`src/rtl/te_dark_channel_pipe.sv`:
```
// Transmission-estimation stage: muxes the dark-channel value selected by the comparator
// and derives the clamped transmission t = max(255 - (OMEGA*dark)>>8, T_MIN) over two register stages.
module te_dark_channel_pipe #(
  parameter int OMEGA      = 243,
  parameter int T_MIN      = 26,
  parameter int IMG_WIDTH  = 512,
  parameter int IMG_HEIGHT = 512
) (
  input  logic       clk,
  input  logic       rst,
  input  logic       in_valid,
  output logic       in_ready,
  input  logic [7:0] red,
  input  logic [7:0] green,
  input  logic [7:0] blue,
  input  logic [1:0] min_sel,
  output logic       out_valid,
  input  logic       out_ready,
  output logic [7:0] dark,
  output logic [7:0] trans,
  output logic       out_eol,
  output logic       out_eof
);

  localparam int CW = (IMG_WIDTH  > 1) ? $clog2(IMG_WIDTH)  : 1;
  localparam int RW = (IMG_HEIGHT > 1) ? $clog2(IMG_HEIGHT) : 1;
  localparam logic [7:0]    OMEGA_Q  = 8'(OMEGA);
  localparam logic [7:0]    T_MIN_Q  = 8'(T_MIN);
  localparam logic [CW-1:0] COL_LAST = CW'(IMG_WIDTH - 1);
  localparam logic [RW-1:0] ROW_LAST = RW'(IMG_HEIGHT - 1);

  logic          en;
  logic          out_fire;
  logic          s1_valid;
  logic          s2_valid;
  logic [7:0]    s1_dark;
  logic [CW-1:0] col;
  logic [RW-1:0] row;
  logic          last_col;
  logic          last_row;

  // Code 11 from the comparator is folded onto BLUE.
  function automatic logic [7:0] select_dark(input logic [7:0] r, input logic [7:0] g,
                                             input logic [7:0] b, input logic [1:0] sel);
    logic [7:0] v;
    case (sel)
      2'b00:   v = r;
      2'b01:   v = g;
      default: v = b;
    endcase
    return v;
  endfunction

  function automatic logic [7:0] calc_trans(input logic [7:0] d);
    logic [15:0] prod;
    logic [7:0]  raw;
    prod = {8'h00, OMEGA_Q} * {8'h00, d};
    raw  = 8'hFF - prod[15:8];
    return (raw < T_MIN_Q) ? T_MIN_Q : raw;
  endfunction

  // A stalled output freezes the whole pipe, even when s1 is empty.
  assign en        = out_ready | ~s2_valid;
  assign in_ready  = en;
  assign out_valid = s2_valid;
  assign out_fire  = s2_valid & out_ready;
  assign last_col  = (col == COL_LAST);
  assign last_row  = (row == ROW_LAST);
  assign out_eol   = s2_valid & last_col;
  assign out_eof   = out_eol & last_row;

  always_ff @(posedge clk or posedge rst) begin
    if (rst) begin
      s1_valid <= 1'b0;
      s1_dark  <= 8'h00;
      s2_valid <= 1'b0;
      dark     <= 8'h00;
      trans    <= 8'h00;
    end else if (en) begin
      s1_valid <= in_valid;
      if (in_valid) begin
        s1_dark <= select_dark(red, green, blue, min_sel);
      end
      s2_valid <= s1_valid;
      if (s1_valid) begin
        dark  <= s1_dark;
        trans <= calc_trans(s1_dark);
      end
    end
  end

  // Raster position of the beat currently presented at the output.
  always_ff @(posedge clk or posedge rst) begin
    if (rst) begin
      col <= '0;
      row <= '0;
    end else if (out_fire) begin
      if (last_col) begin
        col <= '0;
        row <= last_row ? '0 : row + RW'(1);
      end else begin
        col <= col + CW'(1);
      end
    end
  end

endmodule

```
`config.mk`:
```
export PLATFORM = sky130hd
export DESIGN_NAME = te_dark_channel_pipe
export DESIGN_NICKNAME = d
export VERILOG_FILES = /design/src/rtl/te_dark_channel_pipe.sv
export SDC_FILE = /design/constraint.sdc
export NUM_CORES = 1
export LEC_CHECK = 0
export ABC_AREA = 0
export ABC_CLOCK_PERIOD_IN_PS = 4800
export BUFFER_PORTS_ARGS = -buffer_cell sky130_fd_sc_hd__buf_2
export CELL_PAD_IN_SITES_DETAIL_PLACEMENT = 1
export CELL_PAD_IN_SITES_GLOBAL_PLACEMENT = 1
export CORE_UTILIZATION = 30
export CTS_CLUSTER_SIZE = 24
export DETAILED_ROUTE_END_ITERATION = 10
export PLACE_DENSITY_LB_ADDON = 0.1
export SYNTH_ARGS = -nofsm -noshare
export SYNTH_HDL_FRONTEND = slang
export SYNTH_SLANG_ARGS = --single-unit
```
`constraint.sdc`:
```
create_clock -name clk -period 4.8 [get_ports clk]
set_input_delay 0.48 -clock clk [delete_from_list [all_inputs] [get_ports clk]]
set_output_delay 0.48 -clock clk [all_outputs]
set_load 0.1 [all_outputs]
```
==> metrics.cfg <==
[placement]
gp_congestion = 0.7367
post-dp-hpwl_um = 5957
numPortBuffers = 49
place_inst = 533
place_ws_ns = 0.02264

[logic_synthesis]
postSynthAreaPerCell_um2 = 9.634
yosys.area.top_type = dfrtp_1
synth_top_area_share_pct = 32.65
synthesis.yosys.warnings = 0
syn_nets = 438
yosysSeqAreaShare_pct = 32.65
synth.area.top_cells = dfrtp_1 (33%), ha_1 (16%), fa_1 (8.9%), nand2_1 (4.5%), inv_1 (3.7%)
ys_types = 40
synth_edf_count = 0
synthCells = 350
synth_ff_type = dfrtp_1
synth_area_um2 = 3372
synth-seq-cells = 44
synthArstFlopShare_pct = 100.0

[cts]
clk_latency_ns = 0.31
htreeDepth = 2
hold_buffers = 0
clockBufferDepth = 2
cts_tree = built
clkTransAtPathRegs_ns = 0.09
cts_sinks = 44
clockRootBuffer = clkbuf_8
cts_inserted_buffers = 5

[die]
start_util_pct = 30.97
die_y_um = 108.0
num_rows = 38
core_area_um2 = 10890
design.die.area_um2 = 11670
io_pins = 50
dieWidth_um = 108.0

[worst_setup_path]
critPathMaxFanout = 6
critical_path_buf_inv_count = 4
crit_slowest_cell = fa_1
timing.critical_path.mode_cell = inv_1
crit_cells = 16
critical_path.max_stage_delay_ns = 0.53
critPathArrivalTime_ns = 4.77
start_kind = flip-flop
endpoint_kind = flip-flop
path_class = flip-flop to flip-flop
crit_chain = inv_1 -> fa_1 -> inv_1 -> ha_1 -> or2_2 -> fa_1 -> inv_1 -> fa_1 -> inv_1 -> ha_2 -> nand2_1 -> nor4_4 -> a311oi_4 -> mux2_4 -> a2111oi_4 -> a211oi_1
reg2reg_depth = 16
cp_data_required_time_ns = 4.98
crit_family = adder cells

[layout]
antennaDiodeCount = 0
fillers = 1292
area_delta_synth_final_pct = 16.51
drive_above_1_share_pct = 20.15
nNetsFinal = 489
multi_input_area_um2 = 2123
fin_cells = 542
seqCellArea_um2 = 1102

[sta]
setup_violations = 0
slew_viol_final = 0
hold_viol = 0
rsz0062_at_grt = no
fin_tns_setup_ns = 0
period_share_pct = 95.67
clock_skew_ns = 0.005205
tightest_slew_ns = 0.9312
fin_ws_ns = 0.2077
fmax_ghz = 0.2178
min_period_ns = 4.592
relSlewSlack_pct = 37.83

[route]
drtIter0Drc = 58
drt-wirelength-per-cell_um = 13.86
drt_wl_total_um = 7510
ant_nets = 0
drt-vias-per-instance = 4.686
via_count = 2540
drtPass1Iterations = 4
drc = 0

[min_path]
hp-class = input pin to asynchronous set/reset pin

[run]
cap_violations = 0

[global_routing]
grt_pass1_vias = 2634
track_usage_pct = 14.29
antenna_found_initial = 0
overflow = 0
grt_pass1_wl_um = 13060
grt_max_degree = 45

[outcome]
outcome = completed

==> cells in the final DEF (no fill, tap or decap), drive strengths merged, types with 12 or more instances in the layout <==
| master | Yosys | final |
|---|---|---|
| xor2 | 12 | 12 |
| buf | 3 | 54 |
| ha | 43 | 43 |
| o21ai | 23 | 23 |
| nand2 | 40 | 40 |
| a21oi | 19 | 19 |
| nor2 | 24 | 24 |
| inv | 33 | 33 |
| fa | 15 | 15 |
| dfrtp | 44 | 44 |
==> logic make-up (layout without fill, tap and decap cells) <==
family	count (synthesis)	count (layout)	synth area share (%)
AO/OA/AOI/OAI	63	63	12.06
XOR/XNOR	18	18	4.675
adder cells (fa/ha/maj)	58	58	24.86
buffers and inverters	43	95	5.455
flip-flops	44	44	32.65
multiplexers	17	17	5.380
AND/OR/NAND/NOR	107	107	14.92
==> registers in the layout, indices dropped and copies added (netlist names) <==
| name | count |
|---|---|
| col | 9 |
| row | 9 |
| dark | 8 |
| s1_dark | 8 |
| trans | 8 |
| out_valid | 1 |
| s1_valid | 1 |
==> what timing repair did <==
item	CTS	global route
buffers inserted	0	1
gates resized for setup	0	7
endpoints found under the setup margin	0	3
==> per-stage QoR <==
step	utilization [%]	hold WS (ns)	instance area, um2
final	36.08	0.3775	3929
after global routing	36.08	0.4655	3929
after CTS	35.67	0.4259	3884
after detailed placement	34.56	0.4663	3762
after global placement	34.56	0.4597	3762
after floorplan	-	0.4523	3372
==> metal layers <==
layer	wire length, um	up-vias	GRT usage [%]
met4	91	0	4.110
met1	3755	1197	19.57
met5	0	-	0
met3	257	7	2.652
met2	3405	46	22.84
li1	-	1290	-
==> synthesized netlist by cell type, types with 2 or more instances <==
library cell and n:
nand2_1 40, nand3_1 3, nand2b_1 3, nand4_1 6, mux2i_1 11, nor2_1 24, xnor2_1 6, dfrtp_1 44
mux2_2 5, buf_6 3, and3_1 6, clkbuf_1 7, a21o_1 5, xor2_1 12, o21ai_0 23, and2_1 6
or3_1 6, o21bai_1 2, a21oi_1 19, nor3_1 8, or2_2 3, o21a_1 2, fa_1 15, inv_1 33
ha_1 43
==> final cells by class <==
type                       count  share of cell area (%)
inverter                      33                   3.153
clock inverter                 2                  0.9873
multi-input combinational    263                   54.04
tap                          140                   4.459
clock buffer                   6                   2.102
sequential                    44                   28.06
timing repair buffer          54                   7.197
==> path summary, 6_finish.rpt <==
path / start / endpoint / slack [ns]
worst max-delay path: s1_dark[3]$_DFFE_PP0P_ / trans[2]$_DFFE_PP0P_ / 0.21
worst min-delay path: rst / col[5]$_DFFE_PP0P_ / 0.38
worst max register to register: s1_dark[3]$_DFFE_PP0P_ / trans[2]$_DFFE_PP0P_ / 0.21
worst min register to register: trans[6]$_DFFE_PP0P_ / trans[6]$_DFFE_PP0P_ / 0.48
max in group asynchronous: rst / s1_dark[4]$_DFFE_PP0P_ / 3.79
min in group clk: blue[2] / s1_dark[2]$_DFFE_PP0P_ / 0.46
Power is left out: the tool's default activity adds up to more than one toggle a clock period on the data nets, which glitch-free logic cannot reach.
